### config.mk
export PLATFORM = sky130hd
export DESIGN_NAME = da_dds_wave_gen_flat
export DESIGN_NICKNAME = d
export VERILOG_FILES = /design/src/rtl/da_dds_wave_gen_if.sv /design/src/rtl/da_dds_wave_gen.sv /design/src/flat_wrapper.sv
export SDC_FILE = /design/constraint.sdc
export NUM_CORES = 1
export LEC_CHECK = 0
export ABC_CLOCK_PERIOD_IN_PS = 4800
export BUFFER_PORTS_ARGS = -buffer_cell sky130_fd_sc_hd__buf_2
export CAP_MARGIN = 20
export CELL_PAD_IN_SITES_DETAIL_PLACEMENT = 1
export CELL_PAD_IN_SITES_GLOBAL_PLACEMENT = 1
export CORE_UTILIZATION = 31
export DETAILED_ROUTE_END_ITERATION = 8
export HOLD_SLACK_MARGIN = 0.03
export PLACE_DENSITY_LB_ADDON = 0.1
export SLEW_MARGIN = 30
export SYNTH_ARGS = -nofsm -noshare
export SYNTH_HDL_FRONTEND = slang
export SYNTH_SLANG_ARGS = --single-unit
export TNS_END_PERCENT = 1
### constraint.sdc
create_clock -name clk -period 4.8 [get_ports clk]
set_input_delay 0.48 -clock clk [delete_from_list [all_inputs] [get_ports clk]]
set_output_delay 0.48 -clock clk [all_outputs]
set_load 0.02 [all_outputs]
### src/rtl/da_dds_wave_gen_if.sv
// Bundles the DDS control, ROM and DAC signals of da_dds_wave_gen.
// The master modport is the side that drives control and ROM data; the slave modport is the generator.
interface da_dds_wave_gen_if #(
    parameter int unsigned DATA_W = 8,
    parameter int unsigned ADDR_W = 8,
    parameter int unsigned ACC_W  = 24
);
    localparam int unsigned AMP_W = 9;

    // Run and configuration control
    logic              en;
    logic              cfg_load;
    logic              cfg_imm;
    logic [ACC_W-1:0]  ftw_in;
    logic [ADDR_W-1:0] phase_in;
    logic [AMP_W-1:0]  amp_in;
    logic              cfg_pending;

    // Waveform ROM port
    logic [ADDR_W-1:0] rom_addr;
    logic [DATA_W-1:0] rom_data;

    // DAC pins and cycle marker
    logic              da_clk;
    logic [DATA_W-1:0] da_data;
    logic              da_valid;
    logic              sync;

    modport master (
        output en, cfg_load, cfg_imm, ftw_in, phase_in, amp_in, rom_data,
        input  cfg_pending, rom_addr, da_clk, da_data, da_valid, sync
    );

    modport slave (
        input  en, cfg_load, cfg_imm, ftw_in, phase_in, amp_in, rom_data,
        output cfg_pending, rom_addr, da_clk, da_data, da_valid, sync
    );
endinterface

### src/rtl/da_dds_wave_gen.sv
// DDS waveform sender for an offset-binary DAC: phase accumulator, phase offset,
// amplitude scaling about mid-scale and wrap-synchronised configuration commit.
module da_dds_wave_gen #(
    parameter int unsigned DATA_W  = 8,
    parameter int unsigned ADDR_W  = 8,
    parameter int unsigned ACC_W   = 24,
    parameter int unsigned ROM_LAT = 1
) (
    input  logic              clk,
    input  logic              rst_n,
    da_dds_wave_gen_if.slave  bus
);
    localparam int unsigned AMP_W  = 9;
    localparam int unsigned PROD_W = DATA_W + AMP_W + 1;
    localparam int unsigned VLD_N  = ROM_LAT + 2;
    localparam logic [AMP_W-1:0]  AMP_UNITY = AMP_W'(256);
    localparam logic [DATA_W-1:0] MID       = {1'b1, {(DATA_W-1){1'b0}}};

    typedef struct packed {
        logic [ACC_W-1:0]  ftw;
        logic [ADDR_W-1:0] phase;
        logic [AMP_W-1:0]  amp;
    } cfg_t;

    typedef enum logic [0:0] {
        CFG_IDLE = 1'b0,
        CFG_PEND = 1'b1
    } cfg_state_t;

    cfg_state_t        state_q, state_d;
    cfg_t              act_q, act_d;
    cfg_t              shadow_q, shadow_d;
    logic [ACC_W-1:0]  acc_q, acc_d;
    logic [ADDR_W-1:0] rom_addr_q, rom_addr_d;
    logic [VLD_N-1:0]  vld_q, vld_d;
    logic [DATA_W-1:0] da_data_q, da_data_d;
    logic              sync_q, sync_d;

    logic [ACC_W:0]     acc_sum_c;
    logic               wrap_c;
    logic [AMP_W-1:0]   amp_clamp_c;
    cfg_t               cfg_in_c;
    logic [DATA_W-1:0]  samp_c;
    logic [PROD_W-1:0]  samp_x_c;
    logic [PROD_W-1:0]  amp_x_c;
    logic signed [PROD_W-1:0] prod_c;
    logic [DATA_W-1:0]  scaled_c;
    logic               unused_prod;

    // Phase accumulator; the carry out of the add marks the wrap
    assign acc_sum_c = {1'b0, acc_q} + {1'b0, act_q.ftw};
    assign wrap_c    = bus.en & acc_sum_c[ACC_W];
    assign acc_d     = bus.en ? acc_sum_c[ACC_W-1:0] : acc_q;

    assign amp_clamp_c = (bus.amp_in > AMP_UNITY) ? AMP_UNITY : bus.amp_in;
    assign cfg_in_c    = '{ftw: bus.ftw_in, phase: bus.phase_in, amp: amp_clamp_c};

    // Config commit: immediate when idle-running is not disturbed, otherwise parked until a wrap
    always_comb begin
        state_d  = state_q;
        act_d    = act_q;
        shadow_d = shadow_q;
        if (bus.cfg_load) begin
            if (bus.cfg_imm || !bus.en) begin
                act_d   = cfg_in_c;
                state_d = CFG_IDLE;
            end else begin
                shadow_d = cfg_in_c;
                state_d  = CFG_PEND;
            end
        end else if (state_q == CFG_PEND && (wrap_c || !bus.en)) begin
            act_d   = shadow_q;
            state_d = CFG_IDLE;
        end
    end

    // Offset-binary sample to signed, scale by amp/256 with floor, back to offset-binary
    assign samp_c   = bus.rom_data ^ MID;
    assign samp_x_c = {{(PROD_W-DATA_W){samp_c[DATA_W-1]}}, samp_c};
    assign amp_x_c  = {{(PROD_W-AMP_W){1'b0}}, act_q.amp};
    assign prod_c   = $signed(samp_x_c) * $signed(amp_x_c);
    assign scaled_c = prod_c[DATA_W+7:8] ^ MID;
    assign unused_prod = ^{prod_c[PROD_W-1:DATA_W+8], prod_c[7:0]};

    always_comb begin
        rom_addr_d = acc_q[ACC_W-1 -: ADDR_W] + act_q.phase;
        vld_d      = {vld_q[VLD_N-2:0], bus.en};
        da_data_d  = vld_q[VLD_N-2] ? scaled_c : MID;
        sync_d     = wrap_c;
    end

    always_ff @(posedge clk or negedge rst_n) begin
        if (!rst_n) begin
            state_q    <= CFG_IDLE;
            act_q      <= '{ftw: '0, phase: '0, amp: AMP_UNITY};
            shadow_q   <= '0;
            acc_q      <= '0;
            rom_addr_q <= '0;
            vld_q      <= '0;
            da_data_q  <= MID;
            sync_q     <= 1'b0;
        end else begin
            state_q    <= state_d;
            act_q      <= act_d;
            shadow_q   <= shadow_d;
            acc_q      <= acc_d;
            rom_addr_q <= rom_addr_d;
            vld_q      <= vld_d;
            da_data_q  <= da_data_d;
            sync_q     <= sync_d;
        end
    end

    // DAC latches on the falling clk edge, so its clock is the inverted system clock
    assign bus.da_clk      = ~clk;
    assign bus.rom_addr    = rom_addr_q;
    assign bus.da_data     = da_data_q;
    assign bus.da_valid    = vld_q[VLD_N-1];
    assign bus.sync        = sync_q;
    assign bus.cfg_pending = (state_q == CFG_PEND);
endmodule

### src/flat_wrapper.sv
// flat-port wrapper written by rule: the top's interface ports become plain ports
module da_dds_wave_gen_flat 
#(
    parameter int unsigned DATA_W  = 8,
    parameter int unsigned ADDR_W  = 8,
    parameter int unsigned ACC_W   = 24,
    parameter int unsigned ROM_LAT = 1
)
  (clk, rst_n, bus_en, bus_cfg_load, bus_cfg_imm, bus_ftw_in, bus_phase_in, bus_amp_in, bus_rom_data, bus_cfg_pending, bus_rom_addr, bus_da_clk, bus_da_data, bus_da_valid, bus_sync);
  da_dds_wave_gen_if #(.DATA_W(DATA_W), .ADDR_W(ADDR_W), .ACC_W(ACC_W)) bus_i ();
  input  logic clk;
  input  logic rst_n;
  input wire logic [$bits(bus_i.en)-1:0] bus_en;
  input wire logic [$bits(bus_i.cfg_load)-1:0] bus_cfg_load;
  input wire logic [$bits(bus_i.cfg_imm)-1:0] bus_cfg_imm;
  input wire logic [$bits(bus_i.ftw_in)-1:0] bus_ftw_in;
  input wire logic [$bits(bus_i.phase_in)-1:0] bus_phase_in;
  input wire logic [$bits(bus_i.amp_in)-1:0] bus_amp_in;
  input wire logic [$bits(bus_i.rom_data)-1:0] bus_rom_data;
  output wire logic [$bits(bus_i.cfg_pending)-1:0] bus_cfg_pending;
  output wire logic [$bits(bus_i.rom_addr)-1:0] bus_rom_addr;
  output wire logic [$bits(bus_i.da_clk)-1:0] bus_da_clk;
  output wire logic [$bits(bus_i.da_data)-1:0] bus_da_data;
  output wire logic [$bits(bus_i.da_valid)-1:0] bus_da_valid;
  output wire logic [$bits(bus_i.sync)-1:0] bus_sync;
  assign bus_i.en = bus_en;
  assign bus_i.cfg_load = bus_cfg_load;
  assign bus_i.cfg_imm = bus_cfg_imm;
  assign bus_i.ftw_in = bus_ftw_in;
  assign bus_i.phase_in = bus_phase_in;
  assign bus_i.amp_in = bus_amp_in;
  assign bus_i.rom_data = bus_rom_data;
  assign bus_cfg_pending = bus_i.cfg_pending;
  assign bus_rom_addr = bus_i.rom_addr;
  assign bus_da_clk = bus_i.da_clk;
  assign bus_da_data = bus_i.da_data;
  assign bus_da_valid = bus_i.da_valid;
  assign bus_sync = bus_i.sync;
  da_dds_wave_gen #(.DATA_W(DATA_W), .ADDR_W(ADDR_W), .ACC_W(ACC_W), .ROM_LAT(ROM_LAT)) u_core (.clk(clk), .rst_n(rst_n), .bus(bus_i));
endmodule
# After elaboration in Yosys (flattened, before gate mapping)
# Index checks and enable logic that the tools add are counted.
# Widths: inputs -> output; s select.
[word_totals] input_bits=54 out_inout_bits=20 ff_bits=127 wordCells=37
[classes] mux=8 n_lt_le_gt_ge=1 multipliers=1 bitwise=5 n_reduce_logical=7 add_sub_neg=2 n_eq_ne=1
[ops] operator="$mux 41" count=3
[ops] operator="$add 24x24->25" count=1
[ops] operator="$mul 8x10->16" count=1
[ops] operator="$gt 9x9->1 const B" count=1
[ops] operator="$mux 9" count=1
[ops] operator="$add 8x8->8" count=1
[ops] operator="$mux 8" count=1
[ops] operator="$not 1->1" count=4
[ops] operator="$reduce_and 2->1" count=2
[ops] operator="$mux 1" count=3
[ops] operator="$logic_or 1x1->1" count=2
[ops] operator="$ne 2x1->1 const B" count=1
[ops] operator="$reduce_bool 2->1" count=1
[ops] operator="$and 1x1->1" count=1
[ops] operator="$logic_and 1x1->1" count=1
[ops] operator="$logic_not 1->1" count=1

# Depth between registers and ports, before layout
# Gate-level depths: netlist (run 1).
[logic_depth] word_depth=6 depth_mapped=18

==> results.ini, run 1 <==
[clock_network]
clockRootBuffer = clkbuf_16
clk_pin_slew_ns = 0.06
clkLatencyLatePin_ns = 0.43
cts_resized = 0
cts_tree = done
clock_path_buffers = 2
post-cts-setup-buffers = 0
cts_buffers = 17
htree_levels = 4
hold_buffers = 0

[placed_design]
gp_congestion = 0.738
dpl.hpwl_um = 15500
postPlaceCellArea_um2 = 9320
port_buffers = 73

[sta]
hold_viol = 0
max_freq_mhz = 220
period_needed_ns = 4.56
grt_setup_unrepaired = false
worstMarginPinSlew_ns = 0.829
period_share_pct = 94.9
skew_ns = 0.0135
setup_violations = 0
slew_violations = 0
slew_headroom_pct = 44.7
setup_tns_ns = 0

[power]
powerDensity_nw_per_um2 = 817
pwr-share-clk_pct = 17.6
p_sw_share_pct = 43.6
fin_total_pwr_mw = 8.12
seqPwrFrac_pct = 22.1
switching_power_mw = 3.54
combPwrFrac_pct = 60.3
internal-power_mw = 4.58
power.leakage_nw = 4.69
vdd_drop_max_v = 0.000245

[synthesis]
ys_ff_latch = 127
synth_cells = 859
synth_cell_type_count = 55
synth_area_per_cell_um2 = 10.0
synth-main-ff-cell = dfrtp_1
synth_area_um2 = 8620
synth-edff-count = 0
syn_nets = 1023
synth_seq_area_share_pct = 36.9
synthArstFlopShare_pct = 100
yosysWarningCount = 0

[floorplanning]
die_h_um = 169
coreArea_um2 = 27100
start_util_pct = 31.8
fp-row-count = 60
dieArea_um2 = 28500
die_w_um = 169
ios = 74

[drt]
detail_route.wl_per_cell_um = 16.7
wirelength_um = 21900
first_pass_iters = 4
vias_per_cell = 4.87
route.detailed.drc = 0
drtIter0Drc = 225
num_vias = 6366
ant_nets = 0

[run_status]
run_status = complete, no violations

[grt]
grt_pass1_wl_um = 36800
antenna_found_initial = 0
grt_max_degree = 98
overflow = 0
grt_pass1_vias = 6925
grtUsageTotal_pct = 16.5

[cells_and_area]
final_cell_area_um2 = 9940
drive_above_1_share_pct = 15.7
mostFrequentLayoutCells = nand2_1 (145), dfrtp_1 (125), buf_2 (72)
fin_util_pct = 36.7
area_growth_pct = 15.3
finalNetCount = 1085
layout_commonest_cell = nand2_1
diodes = 0

[setup_path]
critPathLaunchType = flip-flop
cp_data_required_time_ns = 5.11
crit_fanout = 10
criticalPathCategory = reg2reg
arrival_ns = 4.87
worstSetupEndpointType = flip-flop

[min_path]
hp-class = in2async

[run]
maxCapViolCount = 0

-- worst paths after layout --
check	startpoint	end	slack, ns	cells past startpoint
max	u_core.act_q[4]	u_core.bus.da_data[6]	0.24	15
min	rst_n	u_core.vld_q[2]	0.11	1
max reg2reg	u_core.act_q[4]	u_core.bus.da_data[6]	0.24	15
min reg2reg	u_core.vld_q[0]	u_core.vld_q[1]	0.35	0
max in group asynchronous	rst_n	u_core.shadow_q[33]	3.73	2
min in group clk	bus_ftw_in[17]	u_core.shadow_q[34]	0.26	3
-- state kept, by name, indices dropped and copies added (netlist names) --
register	cells
u_core.bus.sync	1
u_core.act_q	41
u_core.bus.cfg_pending	1
u_core.shadow_q	41
u_core.bus.rom_addr	8
u_core.bus.da_data	8
u_core.vld_q	3
u_core.acc_q	24
-- power by group through the flow --
| stage | sequential [mW] | clock, mW | combinational, mW |
|---|---|---|---|
| floorplan | 1.75 | 0.0149 | 3.90 |
| global placement | 1.81 | 0.0220 | 4.91 |
| detailed placement | 1.82 | 0.0220 | 4.96 |
| CTS | 1.80 | 1.48 | 5.01 |
| global route | 1.85 | 1.52 | 5.65 |
| finish | 1.80 | 1.43 | 4.90 |
-- cells by family after synthesis --
kind of cell,synth area share (%)
XOR/XNOR,3.56
AO/OA/AOI/OAI,17.4
flip-flops,36.9
AND/OR/NAND/NOR,14.6
adder cells (fa/ha/maj),19.7
multiplexers,2.73
buffers and inverters,5.15
-- worst max-delay path, stage by stage (launching register included) --
cell	delay, ns
dfrtp_1	0.52
and2_1	0.23
fa_1	0.57
fa_1	0.45
fa_1	0.54
inv_1	0.05
fa_1	0.53
inv_1	0.04
ha_1	0.29
o21a_1	0.18
o31a_1	0.18
nand2_1	0.07
o21ai_0	0.41
o22ai_1	0.18
xor2_1	0.16
nor2_1	0.05
-- cell type report --
| class | count | area, um^2 |
|---|---|---|
| repair buffers | 81 | 437 |
| clock inverters | 15 | 196 |
| well taps | 372 | 465 |
| inverters | 62 | 233 |
| clock buffers | 19 | 434 |
| fillers | 3068 | 17200 |
| flip-flops and latches | 127 | 3180 |
| multi-input cells | 630 | 5000 |
-- through the flow --
| step | instances | hold slack [ns] | setup slack (ns) |
|---|---|---|---|
| after floorplan | 859 | 0.184 | 0.245 |
| after global placement | 1274 | 0.332 | 0.118 |
| after detailed placement | 1274 | 0.336 | 0.0739 |
| after CTS | 1306 | 0.187 | 0.217 |
| after global routing | 1306 | 0.178 | 0.0277 |
| final | 1306 | 0.113 | 0.245 |
-- per-layer routing --
| layer | up-vias | track usage (%) | routed length [um] |
|---|---|---|---|
| li1 | 3101 | - | - |
| met1 | 3186 | 21.4 | 10600 |
| met2 | 64 | 28.4 | 10700 |
| met3 | 15 | 2.48 | 380 |
| met4 | 0 | 4.62 | 255 |
| met5 | - | 0 | 0 |
-- cells in the mapped netlist (2+ instances only) --
library cell / number / area share [%]
nand2_1: 145 / 6.3
dfrtp_1: 125 / 36
ha_1: 67 / 9.7
inv_1: 62 / 2.7
and2_1: 47 / 3.4
fa_1: 43 / 10
a21oi_1: 41 / 2.4
o221a_1: 41 / 5.4
nor2_1: 39 / 1.7
o22a_1: 31 / 3.1
xnor2_1: 29 / 2.9
clkbuf_1: 24 / 1.0
mux2_2: 20 / 2.6
o21ai_0: 17 / 0.99
nand2b_1: 13 / 0.94
a21o_1: 10 / 0.87
nand3_1: 10 / 0.58
buf_6: 8 / 1.0
buf_1: 6 / 0.26
or2_2: 6 / 0.44
xor2_1: 6 / 0.61
and3_1: 5 / 0.36
o21a_1: 5 / 0.44
o21ai_1: 5 / 0.29
o21bai_1: 5 / 0.44
a211oi_1: 4 / 0.35
a221oi_1: 3 / 0.30
a31oi_1: 3 / 0.22
nor2b_1: 3 / 0.22
o211ai_1: 3 / 0.26
a211o_1: 2 / 0.20
dfstp_2: 2 / 0.61
nand3b_1: 2 / 0.17
nor3_1: 2 / 0.12
o22ai_1: 2 / 0.15
o31a_1: 2 / 0.20
o31ai_1: 2 / 0.17
or3_1: 2 / 0.15
No activity file was read; power rests on OpenSTA's default activity.
==> run 2, diff against run 1 <==
Settings changed: ABC_CLOCK_PERIOD_IN_PS 4800 to 4200.
Clock period 4.8 ns to 4.2 ns, I/O delays scaled along.
==> results.ini, run 2 (synthesized netlist as in run 1, its figures left out) <==
[clock_network]
clock_path_buffers = 2  ; unchanged
cts_tree = done
htree_levels = 4  ; unchanged
clockRootBuffer = clkbuf_16
clk_pin_slew_ns = 0.06  ; about the same
clkLatencyLatePin_ns = 0.42  ; about the same
cts_buffers = 17  ; unchanged

[drt]
detail_route.wl_per_cell_um = 16.9  ; +0.64%
num_vias = 6515  ; +2.3%
drtIter0Drc = 251  ; +12%
first_pass_iters = 4  ; unchanged
route.detailed.drc = 0  ; unchanged
ant_nets = 0  ; unchanged
wirelength_um = 22600  ; +3.4%
vias_per_cell = 4.85  ; -0.40%

[sta]
worst_slack_ns = 0.0644  ; -0.181 ns
slew_headroom_pct = 46.3  ; +1.5 points
setup_violations = 0  ; unchanged
hold_viol = 0  ; unchanged
grt_setup_unrepaired = true
setup_tns_ns = 0  ; unchanged
skew_ns = 0.0103  ; -0.00323 ns
holdWs_ns = 0.204  ; +0.0915 ns
period_needed_ns = 4.14  ; -0.419 ns
max_freq_mhz = 242  ; +10%
slew_violations = 0  ; unchanged
worstMarginPinSlew_ns = 0.806  ; -0.0231 ns
period_share_pct = 98.5  ; +3.6 points

[setup_path]
worstSetupEndpointType = flip-flop
crit_slowest_cell = fa_1
path_cells = or2_4 -> fa_1 -> fa_1 -> inv_1 -> fa_1 -> fa_1 -> ha_2 -> o21a_1 -> o31a_1 -> and3_4 -> o21a_1 -> o31a_1
path_buf_inv = 1  ; -1
criticalPathCategory = reg2reg
cp_data_required_time_ns = 4.50  ; -0.61 ns
r2r_setup_slack_ns = 0.06  ; -0.18 ns
critPathLaunchType = flip-flop
cp_top_family = adder cells
r2r-start = u_core.act_q[0]
cp_common_cell = fa_1
crit_fanout = 3  ; -7
r2r.worst_path.cells = 12  ; -3
cp_slowest_stage_delay_ns = 0.52  ; -0.05 ns
arrival_ns = 4.44  ; -0.43 ns
r2r_end = u_core.bus.da_data[4]

[floorplanning]
die_h_um = 169  ; unchanged
dieArea_um2 = 28500  ; unchanged
start_util_pct = 31.8  ; unchanged
coreArea_um2 = 27100  ; unchanged
fp-row-count = 60  ; unchanged
ios = 74  ; unchanged
die_w_um = 169  ; unchanged

[grt]
grt_pass1_vias = 7174  ; +3.6%
grtUsageMet3_pct = 2.50  ; +0.023 points
overflow = 0  ; unchanged
met1_usage_pct = 22.0  ; +0.63 points
grt_max_degree = 91  ; -7.1%
antenna_found_initial = 1  ; +1
grt_pass1_wl_um = 37800  ; +2.9%
grtUsageMet2_pct = 29.3  ; +0.92 points
grt-busiest-layer = met2
grtUsageTotal_pct = 17.0  ; +0.48 points

[placed_design]
dpl.hpwl_um = 16300  ; +5.1%
port_buffers = 73  ; unchanged
postPlaceCellArea_um2 = 9560  ; +2.6%
gp_congestion = 0.768  ; +4.1%
placed_cells = 1303  ; +2.3%
pre_cts_ws_ns = -0.197  ; -0.271 ns

[power]
vdd_drop_max_v = 0.000412  ; +68%
power.leakage_nw = 4.86  ; +3.6%
fin_total_pwr_mw = 9.88  ; +22%
powerDensity_nw_per_um2 = 960  ; +18%

[run_status]
run_status = complete, no violations

[cells_and_area]
final_cell_area_um2 = 10300  ; +3.5%
mostFrequentLayoutCells = nand2_1 (144), dfrtp_1 (119), buf_2 (72)
fill_cells = 3071  ; +0.098%
reg_top3 = u_core.act_q (41), u_core.shadow_q (41), u_core.acc_q (24)
finalNetCount = 1122  ; +3.4%
fin_util_pct = 38.0  ; +1.3 points
drive_above_1_share_pct = 21.4  ; +5.7 points
area_growth_pct = 19.3
diodes = 0  ; unchanged
final_cells = 1342  ; +2.8%
layout_commonest_cell = nand2_1

[min_path]
hp-class = in2reg
holdCritStartpoint = bus_ftw_in[17]
holdPathStages = 3
holdPathEnd = u_core.shadow_q[34]

[run]
maxCapViolCount = 0  ; unchanged

[run 2: how the worst max path moves through the flow]
stage / start / end / slack [ns] / cells past startpoint
global placement: bus_rom_data[7] / u_core.bus.da_data[7] / -0.15 / 15
global route: u_core.act_q[4] / u_core.bus.da_data[5] / -0.10 / 17
finish: u_core.act_q[0] / u_core.bus.da_data[4] / 0.06 / 12
CTS: u_core.act_q[0] / u_core.bus.da_data[7] / 0.005 / 14
detailed placement: bus_rom_data[4] / u_core.bus.da_data[7] / -0.20 / 16
floorplan: bus_rom_data[7] / u_core.bus.da_data[4] / -0.006 / 13
[run 2: routing by layer]
| metal | routed length [um] | vias up |
|---|---|---|
| li1 | - | 3162 |
| met1 | 10600 | 3260 |
| met2 | 11300 | 70 |
| met3 | 455 | 21 |
| met4 | 312 | 2 |
| met5 | 11 | - |
[run 2: power by group]
part           total, mW  leakage [nW]  switching, mW  internal (mW)
combinational       6.39          3.05           3.37           3.02
clock               1.47         0.284          0.615          0.853
sequential          2.02          1.52          0.325           1.70
total               9.88          4.86           4.31           5.57
[run 2: final cells by class]
| class | count | area, um^2 | area share, % |
|---|---|---|---|
| repair buffers | 118 | 743 | 7.22 |
| clock buffers | 20 | 458 | 4.45 |
| flip-flops and latches | 127 | 3190 | 31.0 |
| inverters | 62 | 233 | 2.26 |
| multi-input cells | 630 | 5080 | 49.4 |
| clock inverters | 13 | 116 | 1.13 |
| well taps | 372 | 465 | 4.52 |
[run 2: repair_timing]
action / 4_1_cts / 5_1_grt
setup endpoints to repair: 5 / 7
buffers inserted: 4 / 2
pin swaps: 21 / 13
resized for setup: 12 / 14
endpoints found under the hold margin: 12 / 0
hold buffers: 1 / 0
[run 2: tightest hold or removal path, cell delays in order]
cell and delay (ns):
buf_2 0.09, nand2_1 0.04, nand2_1 0.04
==> run 3, diff against run 2 <==
Settings changed: CELL_PAD_IN_SITES_GLOBAL_PLACEMENT 1 to 2.
==> results.ini, run 3 (synthesized netlist as in run 1, its figures left out) <==
[cells_and_area]
mostFrequentLayoutCells = nand2_1 (143), dfrtp_1 (118), buf_2 (72)
area_growth_pct = 19.8
multi_input_area_um2 = 5110  ; +0.54%
layout_commonest_cell = nand2_1
fill_cells = 3049  ; -0.72%
reg_top3 = u_core.act_q (41), u_core.shadow_q (41), u_core.acc_q (24)
drive_above_1_share_pct = 22.4  ; +0.94 points
finalNetCount = 1125  ; +0.27%
regArea_um2 = 3190  ; about the same
final_cells = 1347  ; +0.37%

[floorplanning]
coreArea_um2 = 27100  ; unchanged
fp-row-count = 60  ; unchanged
die_h_um = 169  ; unchanged
start_util_pct = 31.8  ; unchanged
ios = 74  ; unchanged
dieArea_um2 = 28500  ; unchanged
die_w_um = 169  ; unchanged

[sta]
slew_violations = 0  ; unchanged
skew_ns = 0.0181  ; +0.00778 ns
worstMarginPinSlew_ns = 0.974  ; +0.168 ns
setup_violations = 1  ; +1
worst_slack_ns = -0.000598  ; -0.0650 ns
grt_setup_unrepaired = true
period_share_pct = 100  ; +1.5 points
hold_viol = 0  ; unchanged
slew_headroom_pct = 34.9  ; -11 points
max_freq_mhz = 238  ; -1.5%
period_needed_ns = 4.20  ; +0.0650 ns

[clock_network]
clkLatencyLatePin_ns = 0.43  ; about the same
clk_pin_slew_ns = 0.07  ; about the same
cts_buffers = 17  ; unchanged
htree_levels = 4  ; unchanged
clockRootBuffer = clkbuf_16
cts_tree = done
clock_path_buffers = 2  ; unchanged

[drt]
detail_route.wl_per_cell_um = 16.9  ; about the same
num_vias = 6576  ; +0.94%
drtIter0Drc = 194  ; -23%
wirelength_um = 22700  ; +0.38%
route.detailed.drc = 0  ; unchanged
first_pass_iters = 4  ; unchanged
ant_nets = 0  ; unchanged
vias_per_cell = 4.88  ; +0.56%

[setup_path]
crit_fanout = 6  ; +3
cp_common_cell = fa_1
crit_slowest_cell = fa_1
worstSetupEndpointType = flip-flop
critPathLaunchType = flip-flop
path_cells = and2_4 -> fa_1 -> fa_1 -> fa_1 -> inv_2 -> fa_1 -> inv_1 -> ha_1 -> nor3_1 -> o211ai_1 -> and3_4 -> o21a_1 -> o31a_1
cp_data_required_time_ns = 4.51  ; about the same
arrival_ns = 4.51  ; +0.07 ns
cp_slowest_stage_delay_ns = 0.52  ; about the same
criticalPathCategory = reg2reg

[grt]
met1_usage_pct = 19.6  ; -2.4 points
grt_pass1_wl_um = 37600  ; -0.69%
antenna_found_initial = 1  ; unchanged
grtUsageMet2_pct = 31.6  ; +2.3 points
grt-busiest-layer = met2
grt_pass1_vias = 7334  ; +2.2%
grt_max_degree = 68  ; -25%
grtUsageMet3_pct = 2.57  ; +0.070 points
overflow = 0  ; unchanged
grtUsageTotal_pct = 16.8  ; -0.21 points

[run_status]
run_status = finished, violations left
violations = setup timing

[placed_design]
gp_congestion = 0.813  ; +5.9%
dpl.hpwl_um = 17100  ; +4.8%
port_buffers = 73  ; unchanged
placed_cells = 1310  ; +0.54%

[power]
powerDensity_nw_per_um2 = 976  ; +1.6%
power.leakage_nw = 4.86  ; about the same
fin_total_pwr_mw = 10.1  ; +2.0%
vdd_drop_max_v = 0.000399  ; -3.1%

[run]
maxCapViolCount = 0  ; unchanged

[min_path]
hp-class = in2reg

## run 3: cell count changes in the layout (fill, tap and decap cells not counted), sizes merged
cell      change
diode         +1
clkinvlp      +2
inv           +2
clkinv        -2
clkbuf        -1
buf           +3
## run 3: final timing paths
path	from	to	slack, ns	cells after the start
worst min register to register	u_core.vld_q[0]	u_core.vld_q[1]	0.37	0
worst max-delay path	u_core.act_q[3]	u_core.bus.da_data[4]	-0.0006	13
worst max register to register	u_core.act_q[3]	u_core.bus.da_data[4]	-0.0006	13
min in group asynchronous	rst_n	u_core.vld_q[2]	0.56	2
max in group asynchronous	rst_n	u_core.bus.rom_addr[2]	2.71	3
worst min-delay path	bus_ftw_in[8]	u_core.shadow_q[25]	0.20	3
## run 3: power breakdown
part           total, mW  switching, mW  internal (mW)
Combinational       6.56           3.41           3.15
Sequential          2.02          0.326           1.70
Clock               1.49          0.645          0.845
## run 3: metrics by stage
| step | instance area, um^2 | utilization (%) | hold WS, ns | setup slack [ns] | TNS [ns] |
|---|---|---|---|---|---|
| after CTS | 10200 | 37.7 | 0.177 | -0.0395 | -0.130 |
| after global routing | 10300 | 38.1 | 0.200 | -0.173 | -0.701 |
| final | 10300 | 38.1 | 0.196 | -0.000598 | -0.000598 |
| after global placement | 9600 | 35.4 | 0.340 | -0.136 | -0.559 |
| after floorplan | 8640 | - | 0.124 | -0.00569 | -0.00569 |
| after detailed placement | 9600 | 35.4 | 0.355 | -0.219 | -0.970 |
## run 3: worst max-delay path, delay by kind of cell, from the launching register on
family                   cells  cell delay [ns]
adder cells (fa/ha/maj)      5             2.22
AND/OR/NAND/NOR              3             0.67
AO/OA/AOI/OAI                3             0.65
flip-flops                   1             0.45
buffers and inverters        2             0.08
## run 3: layout make-up
class / instances / share of cell area, %
Inverter: 62 / 2.25
Sequential cell: 127 / 30.9
Clock buffer: 19 / 4.30
Clock inverter: 15 / 1.32
Timing Repair Buffer: 121 / 7.21
Antenna cell: 1 / 0.0242
Tap cell: 372 / 4.51
Multi-Input combinational cell: 630 / 49.5
## run 3: repair_timing
action	CTS	global route
hold buffers	1	0
gates resized for setup	7	25
endpoints found under the hold margin	26	0
cloned	0	0
setup buffers	0	3
pin swaps	3	28
setup endpoints to repair	5	7
## run 3: routing by layer
layer,wire length (um),vias to the layer above
li1,-,3173
met1,9980,3335
met2,12100,54
met3,402,14
met4,245,0
met5,0,-
